### config.mk
export PLATFORM = sky130hd
export DESIGN_NAME = trap_ctrl_flat
export DESIGN_NICKNAME = d
export VERILOG_FILES = /design/src/rtl/lc3b_pkg.sv /design/src/rtl/trap_ctrl_if.sv /design/src/rtl/trap_ctrl_zext.sv /design/src/rtl/trap_ctrl.sv /design/src/flat_wrapper.sv
export SDC_FILE = /design/constraint.sdc
export NUM_CORES = 1
export LEC_CHECK = 0
export ABC_AREA = 1
export CORE_MARGIN = 5
export CORE_UTILIZATION = 35
export DETAILED_ROUTE_END_ITERATION = 8
export PLACE_DENSITY_LB_ADDON = 0.15
export SYNTH_ARGS = -nofsm -noshare
export SYNTH_HDL_FRONTEND = slang
export SYNTH_SLANG_ARGS = --single-unit
### constraint.sdc
create_clock -name clk -period 1.5 [get_ports clk]
set_input_delay 0.375 -clock clk [delete_from_list [all_inputs] [get_ports clk]]
set_output_delay 0.375 -clock clk [all_outputs]
set_load 0.03 [all_outputs]
### src/rtl/lc3b_pkg.sv
// Shared LC-3b control definitions.
//   WORD_W       datapath word width
//   R7_IDX       register-file index of the TRAP link register
//   trap_state_e TRAP sequencer state encoding
//   cnt_width()  bit width of a counter that must reach limit-1 (minimum 1)
package lc3b_pkg;

   localparam int WORD_W = 16;
   localparam logic [2:0] R7_IDX = 3'd7;

   typedef enum logic [1:0] {
      IDLE  = 2'd0,
      SAVE  = 2'd1,
      FETCH = 2'd2,
      LOAD  = 2'd3
   } trap_state_e;

   function automatic int cnt_width(input int limit);
      if (limit <= 2) return 1;
      return $clog2(limit);
   endfunction

endpackage

### src/rtl/trap_ctrl_if.sv
// Memory read handshake between the TRAP sequencer and the memory.
//   mem_req   request, held until mem_ready is seen
//   mem_addr  vector-table word address
//   mem_rdata read data, valid with mem_ready
//   mem_ready read completion
// master: the sequencer side; slave: the memory side.
interface trap_ctrl_if;

   logic                      mem_req;
   logic [lc3b_pkg::WORD_W-1:0] mem_addr;
   logic [lc3b_pkg::WORD_W-1:0] mem_rdata;
   logic                      mem_ready;

   modport master (
      output mem_req,
      output mem_addr,
      input  mem_rdata,
      input  mem_ready
   );

   modport slave (
      input  mem_req,
      input  mem_addr,
      output mem_rdata,
      output mem_ready
   );

endinterface

### src/rtl/trap_ctrl_zext.sv
// Zero-extension of a narrow field to a wider word.
//   din   IN_W-bit input field
//   dout  OUT_W-bit result, upper bits zero
module trap_ctrl_zext #(
   parameter int IN_W  = 8,
   parameter int OUT_W = 16
) (
   input  logic [IN_W-1:0]  din,
   output logic [OUT_W-1:0] dout
);

   assign dout = {{(OUT_W-IN_W){1'b0}}, din};

endmodule

### src/rtl/trap_ctrl.sv
// LC-3b TRAP sequencer: saves the return PC to R7, reads the service-routine
// address from the vector table and loads it into the PC.
//   clk, rst_n          clock, async active-low reset
//   start               TRAP request (accepted only in IDLE)
//   trapvect8, pc_in    vector and incremented PC, captured with start
//   busy                high whenever not IDLE
//   mem                 vector-table read handshake (master side)
//   r7_we, r7_data      R7 write strobe and data
//   pc_we, pc_data      PC load strobe and data
//   done, err           completion / timeout-abort pulses
//
// state | meaning
// IDLE  | waiting for start
// SAVE  | r7_we strobed with the return PC
// FETCH | mem_req held until mem_ready or timeout
// LOAD  | pc_we and done strobed with the fetched address
module trap_ctrl
   import lc3b_pkg::*;
#(
   parameter int ADDR_SHIFT = 1,
   parameter int TIMEOUT    = 255
) (
   input  logic              clk,
   input  logic              rst_n,
   input  logic              start,
   input  logic [7:0]        trapvect8,
   input  logic [WORD_W-1:0] pc_in,
   output logic              busy,
   trap_ctrl_if.master       mem,
   output logic              r7_we,
   output logic [WORD_W-1:0] r7_data,
   output logic              pc_we,
   output logic [WORD_W-1:0] pc_data,
   output logic              done,
   output logic              err
);

   localparam int CNT_W = cnt_width(TIMEOUT);
   localparam logic [CNT_W-1:0] CNT_LAST = CNT_W'((TIMEOUT > 0) ? TIMEOUT - 1 : 0);
   localparam bit TO_EN = (TIMEOUT != 0);

   trap_state_e       state;
   logic [CNT_W-1:0]  wait_cnt;
   logic [WORD_W-1:0] vec_addr;
   logic [WORD_W-1:0] vec_ext;
   logic [WORD_W-1:0] vec_shifted;

   trap_ctrl_zext #(
      .IN_W  (8),
      .OUT_W (WORD_W)
   ) u_zext (
      .din  (trapvect8),
      .dout (vec_ext)
   );

   assign vec_shifted = vec_ext << ADDR_SHIFT;

   // r7_data doubles as the latched return PC; it is loaded on the start edge
   // so that it is already valid while r7_we is high in SAVE.
   always_ff @(posedge clk or negedge rst_n) begin
      if (!rst_n) begin
         state        <= IDLE;
         wait_cnt     <= '0;
         vec_addr     <= '0;
         busy         <= 1'b0;
         mem.mem_req  <= 1'b0;
         mem.mem_addr <= '0;
         r7_we        <= 1'b0;
         r7_data      <= '0;
         pc_we        <= 1'b0;
         pc_data      <= '0;
         done         <= 1'b0;
         err          <= 1'b0;
      end else begin
         r7_we <= 1'b0;
         pc_we <= 1'b0;
         done  <= 1'b0;
         err   <= 1'b0;
         case (state)
            IDLE: begin
               if (start) begin
                  vec_addr <= vec_shifted;
                  r7_data  <= pc_in;
                  r7_we    <= 1'b1;
                  busy     <= 1'b1;
                  state    <= SAVE;
               end
            end
            SAVE: begin
               wait_cnt     <= '0;
               mem.mem_req  <= 1'b1;
               mem.mem_addr <= vec_addr;
               state        <= FETCH;
            end
            FETCH: begin
               // ready is checked first so a completion on the last allowed
               // cycle still counts as success.
               if (mem.mem_ready) begin
                  mem.mem_req <= 1'b0;
                  pc_data     <= mem.mem_rdata;
                  pc_we       <= 1'b1;
                  done        <= 1'b1;
                  state       <= LOAD;
               end else if (TO_EN && (wait_cnt == CNT_LAST)) begin
                  mem.mem_req <= 1'b0;
                  err         <= 1'b1;
                  busy        <= 1'b0;
                  state       <= IDLE;
               end else begin
                  wait_cnt <= wait_cnt + CNT_W'(1);
               end
            end
            LOAD: begin
               busy  <= 1'b0;
               state <= IDLE;
            end
            default: begin
               busy        <= 1'b0;
               mem.mem_req <= 1'b0;
               state       <= IDLE;
            end
         endcase
      end
   end

endmodule

### src/flat_wrapper.sv
// flat-port wrapper written by rule: the top's interface ports become plain ports
module trap_ctrl_flat import lc3b_pkg::*;
#(
   parameter int ADDR_SHIFT = 1,
   parameter int TIMEOUT    = 255
)
  (clk, rst_n, start, trapvect8, pc_in, busy, r7_we, r7_data, pc_we, pc_data, done, err, mem_mem_req, mem_mem_addr, mem_mem_rdata, mem_mem_ready);
  trap_ctrl_if mem_i ();
  input  logic clk;
  input  logic rst_n;
  input  logic start;
  input  logic [7:0] trapvect8;
  input  logic [WORD_W-1:0] pc_in;
  output logic busy;
  output logic r7_we;
  output logic [WORD_W-1:0] r7_data;
  output logic pc_we;
  output logic [WORD_W-1:0] pc_data;
  output logic done;
  output logic err;
  output wire logic [$bits(mem_i.mem_req)-1:0] mem_mem_req;
  output wire logic [$bits(mem_i.mem_addr)-1:0] mem_mem_addr;
  input wire logic [$bits(mem_i.mem_rdata)-1:0] mem_mem_rdata;
  input wire logic [$bits(mem_i.mem_ready)-1:0] mem_mem_ready;
  assign mem_mem_req = mem_i.mem_req;
  assign mem_mem_addr = mem_i.mem_addr;
  assign mem_i.mem_rdata = mem_mem_rdata;
  assign mem_i.mem_ready = mem_mem_ready;
  trap_ctrl #(.ADDR_SHIFT(ADDR_SHIFT), .TIMEOUT(TIMEOUT)) u_core (.clk(clk), .rst_n(rst_n), .start(start), .trapvect8(trapvect8), .pc_in(pc_in), .busy(busy), .mem(mem_i), .r7_we(r7_we), .r7_data(r7_data), .pc_we(pc_we), .pc_data(pc_data), .done(done), .err(err));
endmodule
# Yosys cells after proc, flatten, opt, wreduce, memory -nomap -nowiden
# Cells that the tools add are included.
[word_totals]
ff_bits = 63
input_bits = 44
out_inout_bits = 54
word_cells = 50
[op_classes]
add_sub_neg = 1
eq_ne = 9
n_mux = 20
n_reduce_logical = 9
[ops]
columns = ["cell", "count"]
rows = [
  ["2-to-1 mux 8 bit", 2],
  ["case mux 8 bit (2 select lines)", 1],
  ["2-to-1 mux 1 bit", 11],
  ["adder 8 x 1 -> 8 bit (second input constant)", 1],
  ["equality test 8 bit (second input constant)", 1],
  ["case mux 2 bit (4 select lines)", 1],
  ["AND reduction 2 bit", 4],
  ["2-to-1 mux 2 bit", 3],
  ["inequality test 2 bit (second input constant)", 3],
  ["equality test 2 bit (second input constant)", 2],
  ["AND reduction 4 bit", 1],
  ["inequality test 3 x 2 -> 1 bit (second input constant)", 1],
  ["case mux 1 bit (3 select lines)", 1],
  ["AND reduction 3 bit", 1],
  ["nonzero test 3 bit", 1],
  ["equality test 2 x 1 -> 1 bit (second input constant)", 1],
  ["logical NOT 2 bit", 1],
  ["inequality test 2 x 1 -> 1 bit (second input constant)", 1],
  ["case mux 1 bit (2 select lines)", 1],
  ["nonzero test 2 bit", 1],
]

# Logic depth before layout (Yosys ltp)
# Gate-level depths: netlist of the first run.
[depth]
depth_word = 4
depth_mapped = 9
ltp_nobuf = 9

# By module
# A second synthesis of the first run with hierarchy kept.
[hier_totals]
hier_cells = 361
hier_area_um2 = 3374.5
[modules_own_cells]
columns = ["mod", "n_inst", "cells_each", "area_per_inst_um2", "seq_area_each_um2"]
rows = [
  ["trap_ctrl", 1, 344, 3250.6, 1926.8],
  ["trap_ctrl_zext", 1, 17, 123.9, 0.0],
]

# Least setup slack after synthesis of the first run
# No wires, ideal clock.
[synth_path]
kind = "reg-to-reg"
startpoint = "register u_core.state[0]"
endpoint = "register u_core.state[0]"
setup_time_ps = 118
arrival_ps = 1378
t_required_ps = 1382
path_slack_ps = 4
path_stages_with_launch = 10
n_path_buf = 1
period_less_slack_ps = 1496
path_cell_list = "dfrtp_1 -> inv_1 -> ha_1 -> buf_2 -> nand2_4 -> inv_2 -> a21oi_1 -> nand2_1 -> nor2_1 -> nor2_1"
[synth_via]
elab_chain_len = 3
word_cells_on_any_way = 8
cone_classes = "5 x eq/ne; 1 x mux; 2 x reduce/logical"
[synth_lines]
columns = ["item", "line", "rtl"]
rows = [
  ["from (decl)", "trap_ctrl.sv:42", "trap_state_e state;"],
  ["from (signal assigned)", "trap_ctrl.sv:62", "state <= IDLE;"],
  ["from (signal assigned)", "trap_ctrl.sv:86", "state <= SAVE;"],
  ["from (signal assigned)", "trap_ctrl.sv:93", "state <= FETCH;"],
  ["equality test 2 bit / logical NOT 2 bit (equally long branches)", "trap_ctrl.sv:79", "case (state)"],
  ["inequality test 3 x 2 -> 1 bit (no source line) / inequality test 2 bit (equally long branches)", "n/a", ""],
  ["AND reduction 2 bit (no source line)", "n/a", ""],
]
# Several ways; a longest one is shown, not always the timed one.
# A chain may end at the register's enable or synchronous reset.

# Worst setup path after layout of the first run
[layout_path]
startpoint = "register u_core.r7_data[3]"
endpoint = "output r7_data[3]"
[layout_rtl]
columns = ["item", "line", "rtl"]
rows = [
  ["from (decl)", "trap_ctrl.sv:31", "output logic [WORD_W-1:0] r7_data,"],
  ["from (signal assigned)", "trap_ctrl.sv:83", "r7_data <= pc_in;"],
  ["to (decl)", "flat_wrapper.sv:16", "output logic [WORD_W-1:0] r7_data;"],
]
# No word-level cell between the ends.

==> run_results.csv, run 1 <==
group,metric,value,unit
cts,cts_buffers,9,
drt,drt_iter0_markers,31,
cts,clock_path_buffers,2,
cells_and_area,final_cell_area,4000,um2
cts,clk_latency,0.33,ns
critical_path,worst-path-buf-inv,1,
critical_path,start_kind,"flop",
critical_path,cp.required,1.12,ns
sta,post-route-period-util,0.975,
yosys,synthArstFlopShare,1.00,
sta,drv_slew,0,
global_routing,grt_first_pass_wirelength,11100,um
floorplanning,dieArea,9770,um2
cells_and_area,layout-drive-gt1-share,0.134,
drt,drc_errors,0,
power,p_int,4.46,mW
power,p_clk_frac,0.159,
critical_path,critical_path.max_fanout,2,
power,power.density,1990,nW/um2
sta,hold_viol,0,
run_status,status,"complete, no violations",
cells_and_area,diodes,0,
place,place_area,3850,um2
yosys,synth.distinct_cells,25,
yosys,synth-seq-cells,63,
global_routing,grt-ovfl-total,0,
power,power_switching_share,0.439,
sta,min_period,1.46,ns
cts,clock-sinks,63,
critical_path,end_kind,"primary output",
global_routing,grt_max_degree,64,
critical_path,critPathKind,"flop to primary output",
worst_hold_path,hold_class,"primary input to async pin",
floorplanning,core,7730,um2
global_routing,grtUsageTotal,0.140,
drt,vias_per_cell,4.25,
floorplanning,dieWidth,98.8,um
power,leakagePower,2.08,nW
place,portBuffers,89,
power,pwr-share-seq,0.346,
drt,vias,2279,
sta,fin_skew,0.00871,ns
cells_and_area,area_growth,44.9,%
yosys,syn_inst,323,
drt,wl_per_cell,11.9,um
floorplanning,initial_core_util,0.358,
floorplanning,die_y,98.8,um
drt,firstDrtPassIters,4,
sta,fmax,684,MHz
sta,rsz0062_at_grt,"no",
cts,cts.clk_slew.worst_paths,0.06,ns
yosys,ys.warnings.count,0,
cts,cts.htree.levels,3,
drt,ant_nets,0,
cells_and_area,nNetsFinal,481,
place,place_hpwl,4520,um
cts,cts_root_buf,"clkbuf_8",
yosys,netlist_area,2760,um2
sta,setup-violations-final,0,
critical_path,path_cells,"dlygate4sd2_1",
global_routing,antenna_found_initial,0,
yosys,synthFlopType,"dfrtp_1",
global_routing,grt_pass1_vias,2425,
place,dp_cells,520,
critical_path,cpPeakStageDelay,0.41,ns
critical_path,critPathArrivalTime,1.09,ns
yosys,synth_edf_count,0,
cts,cts_tree,"built",
yosys,ys_seq_area_frac,0.571,
yosys,syn_area_per_cell,8.55,um2
critical_path,cp_top_family,"buffers and inverters",
power,combPwrFrac,0.495,
cells_and_area,stdcell_count,536,
floorplanning,rows,32,
cells_and_area,fillCellCount,728,
critical_path,cp_slowest_cell,"dlygate4sd2_1",
power,ir_worst_vdd,1.16,mV
place,routabilityCongestion,0.793,
cts,post_cts_buffers,0,
power,netSwitchingPower,3.49,mW
floorplanning,io_pins,98,
sta,tns,0,ns
job,drv_cap,0,
drt,wirelength,6390,um
sequential cells by signal, indices dropped and copies added (netlist names), 2 cells and up:
name                 cells
u_core.pc_data          16
u_core.state             2
u_core.wait_cnt          8
u_core.r7_data          16
u_core.vec_addr          8
u_core.mem.mem_addr      8
power groups by stage:
stage	clock (mW)	combinational [mW]	sequential, mW
floorplan	0	1.43	3.80
global placement	0	4.21	2.77
detailed placement	0	4.24	2.77
CTS	1.31	3.91	2.74
global route	1.38	4.36	2.84
finish	1.26	3.94	2.75
Yosys cell counts, types with 3 or more instances:
| library cell | instances | share of area |
|---|---|---|
| a21oi_1 | 3 | 0.0054 |
| ha_1 | 7 | 0.032 |
| nand3_1 | 8 | 0.014 |
| buf_2 | 5 | 0.0091 |
| o21ai_2 | 3 | 0.0095 |
| nor2_1 | 9 | 0.012 |
| dfrtp_1 | 63 | 0.57 |
| buf_4 | 10 | 0.027 |
| inv_2 | 3 | 0.0041 |
| o21ai_0 | 5 | 0.0091 |
| nand2_1 | 179 | 0.24 |
| inv_1 | 11 | 0.015 |
per-stage QoR:
step	util	hold WS (ns)	total power, mW	setup slack [ns]
6_report	0.518	0.0177	7.95	0.0381
5_1_grt	0.518	0.0651	8.57	0.000499
4_1_cts	0.513	0.0431	7.95	0.00263
3_5_place_dp	0.499	0.416	7.01	-0.0549
3_3_place_gp	0.499	0.414	6.97	-0.0579
2_1_floorplan	-	0.0794	5.23	0.00399
cell usage in the layout, fill, tap and decap left out:
cell,synthesis,layout
nand3_2,1,1
clkinv_2,0,3
dfrtp_1,63,62
conb_1,1,8
nand2_1,179,178
ha_2,0,1
buf_2,5,1
nor2_1,9,8
o21ai_2,3,3
dlygate4sd2_1,0,18
nand4_1,1,1
inv_2,3,4
buf_4,10,15
buf_12,0,4
nand2_2,1,2
clkbuf_1,2,1
clkbuf_2,0,4
nand3_1,8,8
inv_1,11,10
a21oi_1,3,2
a21oi_2,0,1
clkdlybuf4s50_1,0,42
or2_2,2,2
clkinvlp_4,0,1
o21ai_1,2,3
clkbuf_8,0,10
o211ai_1,1,1
ha_1,7,6
nand2_4,1,1
clkdlybuf4s15_1,0,22
dfrtp_2,0,1
nand3_4,1,2
nor2_2,0,1
nor2_4,1,1
o21bai_1,2,2
o21ai_0,5,4
path summary, 6_finish.rpt:
kind                                   startpoint                endpoint  slack (ns)  depth (start not counted)
max                             u_core.r7_data[3]              r7_data[3]        0.04                          1
min                                         rst_n       u_core.r7_data[4]        0.02                          2
max reg2reg                       u_core.state[1]             u_core.busy        0.14                          7
min reg2reg                u_core.mem.mem_addr[3]  u_core.mem.mem_addr[3]        0.47                          2
max in group asynchronous                   rst_n         u_core.state[1]        1.16                          2
min in group clk           u_core.mem.mem_addr[3]  u_core.mem.mem_addr[3]        0.47                          2
timing repair:
item                                    in CTS  in global routing
pin swaps                                    0                  1
endpoints found under the setup margin      44                 41
hold buffers                                 0                  0
gates resized for setup                     47                 35
cloned                                       0                  1
per-layer routing:
layer | track usage | share of wire | wire length, um
met2 | 0.215 | 0.45 | 2900
met1 | 0.173 | 0.45 | 2890
met5 | 0 | 0 | 0
met3 | 0.0580 | 0.082 | 523
met4 | 0.0630 | 0.012 | 76
layout make-up:
type                            count  area [um2]  area share
Clock buffer                       11         141      0.0353
Multi-Input combinational cell    236        1070       0.266
Inverter                           14        52.6      0.0131
Clock inverter                      4        22.5     0.00563
Timing Repair Buffer              106        1020       0.254
Sequential cell                    63        1580       0.394
Tap cell                          102         128      0.0319
cell families (layout without fill, tap and decap cells):
family,Yosys count,count (layout),share of synthesized area
compound gates,16,16,0.0358
fa+ha+maj,7,7,0.0317
buf+inv,32,135,0.0634
flops,63,63,0.571
other cells,1,8,0.00136
simple gates,204,205,0.297
Note: power is estimated with default switching activity, not from simulation.
==> run 2, diff against run 1 <==
Settings changed: CORE_MARGIN 5 to 8.
==> run_results.csv, run 2 (synthesis results as in run 1) <==
group,metric,value,unit
run_status,status,"complete, no violations",
global_routing,grt.busiest_layer,"met2",
global_routing,grt_first_pass_wirelength,11600,um
cells_and_area,final_common_cell,"nand2_1",
drt,firstDrtPassIters,4,
floorplanning,die_y,105,um
critical_path,rrSetupSlack,0.12,ns
cts,clock-sinks,63,
critical_path,cp_slowest_cell,"dlygate4sd2_1",
job,drv_cap,0,
global_routing,grt_max_degree,64,
drt,vias,2278,
drt,wirelength,6690,um
sta,timing.hold.ws,0.0597,ns
power,p_int,4.53,mW
cells_and_area,layout-drive-gt1-share,0.147,
global_routing,grt-ovfl-total,0,
cells_and_area,fillCellCount,744,
power,pwr-share-seq,0.342,
critical_path,cp_top_family,"buffers and inverters",
floorplanning,initial_core_util,0.359,
drt,wl_per_cell,12.4,um
cells_and_area,final_core_util,0.525,
critical_path,reg2reg_depth,7,
cells_and_area,largestRegisters,"u_core.pc_data: 16 flops, u_core.r7_data: 16 flops",
power,power_switching_share,0.436,
global_routing,grtUsageTotal,0.128,
critical_path,critPathKind,"flop to primary output",
critical_path,critical_path.max_fanout,2,
sta,post-route-period-util,0.975,
power,ir_worst_vdd,1.10,mV
cells_and_area,area_growth,46.1,%
global_routing,grt_util_met2,0.188,
critical_path,start_kind,"flop",
cts,cts_root_buf,"clkbuf_8",
cts,cts_tree,"built",
cts,cts.clk_slew.worst_paths,0.07,ns
global_routing,antenna_found_initial,0,
critical_path,cp.depth,1,
drt,drt_iter0_markers,69,
power,p_total,8.03,mW
place,portBuffers,89,
global_routing,grt_pass1_vias,2390,
sta,drv_slew,0,
sta,fin_skew,0.00575,ns
critical_path,end_kind,"primary output",
drt,vias_per_cell,4.23,
power,combPwrFrac,0.503,
floorplanning,dieWidth,105,um
floorplanning,dieArea,11000,um2
cts,clk_latency,0.33,ns
critical_path,cp.required,1.12,ns
critical_path,cpPeakStageDelay,0.42,ns
sta,fmax,684,MHz
cells_and_area,nNetsFinal,483,
global_routing,met1_usage,0.154,
power,p_clk_frac,0.156,
power,power.density,1990,nW/um2
power,netSwitchingPower,3.51,mW
floorplanning,io_pins,98,
worst_hold_path,hold_class,"primary input to async pin",
cells_and_area,diodes,0,
critical_path,path_cells,"dlygate4sd2_1",
sta,hold_viol,0,
sta,setup-violations-final,0,
power,leakagePower,2.10,nW
drt,ant_nets,0,
critical_path,worst-path-buf-inv,1,
floorplanning,core,7690,um2
drt,drc_errors,0,
critical_path,critPathArrivalTime,1.09,ns
sta,rsz0062_at_grt,"no",
cts,cts.htree.levels,3,
place,place_hpwl,4870,um
cts,clock_path_buffers,2,
floorplanning,rows,32,
global_routing,grt_util_met3,0.0719,
place,routabilityCongestion,0.775,
cts,cts_buffers,9,
cells_and_area,layout_common_cells,"nand2_1 (178), dfrtp_1 (63), clkdlybuf4s50_1 (42), clkdlybuf4s15_1 (20)",
sta,min_period,1.46,ns
cts,hold_buffers,0,
==> run 2: worst paths after layout <==
| kind | startpoint | end |
|---|---|---|
| max in group asynchronous | rst_n | u_core.pc_data[1] |
| min in group clk | u_core.mem.mem_addr[4] | u_core.mem.mem_addr[4] |
| min | rst_n | u_core.wait_cnt[0] |
| min reg2reg | u_core.mem.mem_addr[4] | u_core.mem.mem_addr[4] |
| max reg2reg | u_core.state[1] | u_core.busy |
| max | u_core.pc_data[3] | pc_data[3] |
==> run 2: through the flow <==
| step | setup TNS (ns) | worst slack, ns | instances | cell area, um2 |
|---|---|---|---|---|
| after global placement | -0.0431 | -0.0353 | 521 | 3880 |
| final | 0 | 0.0378 | 538 | 4040 |
| after detailed placement | -0.106 | -0.0627 | 521 | 3880 |
| after global routing | 0 | 0.0000614 | 538 | 4040 |
| after floorplan | 0 | 0.00399 | 330 | 2790 |
| after CTS | 0 | 0.00132 | 536 | 4000 |
==> run 2: per-layer routing <==
metal  part of all wire  wire, um
met5                  0         0
met4              0.011        73
met3               0.10       676
met2               0.44      2910
met1               0.45      3030
==> run 2: power by group through the flow <==
stage	logic, mW	clock network, mW	registers, mW
final	4.04	1.25	2.74
after global routing	4.44	1.39	2.83
after CTS	4.00	1.31	2.74
after detailed placement	4.32	0	2.77
after global placement	4.29	0	2.76
after floorplan	1.43	0	3.80
==> run 2: what timing repair did <==
item,CTS,global route
cloned,0,1
resized for setup,47,40
buffers inserted,0,1
endpoints found under the setup margin,43,40
endpoints found under the hold margin,0,0
==> run 2: cell type report <==
| type | count | area (um2) | share of cell area |
|---|---|---|---|
| Clock buffer | 11 | 141 | 0.0350 |
| Tap cell | 102 | 128 | 0.0316 |
| Inverter | 14 | 52.6 | 0.0130 |
| Clock inverter | 4 | 22.5 | 0.00558 |
| Sequential cell | 63 | 1580 | 0.391 |
| Multi-Input combinational cell | 236 | 1070 | 0.266 |
| Timing Repair Buffer | 108 | 1040 | 0.258 |
==> run 3, diff against run 2 <==
Settings changed: CTS_CLUSTER_SIZE set to 8.
==> results of run 3 <==
Final layout, timing and power as in run 2 (identical DEF).
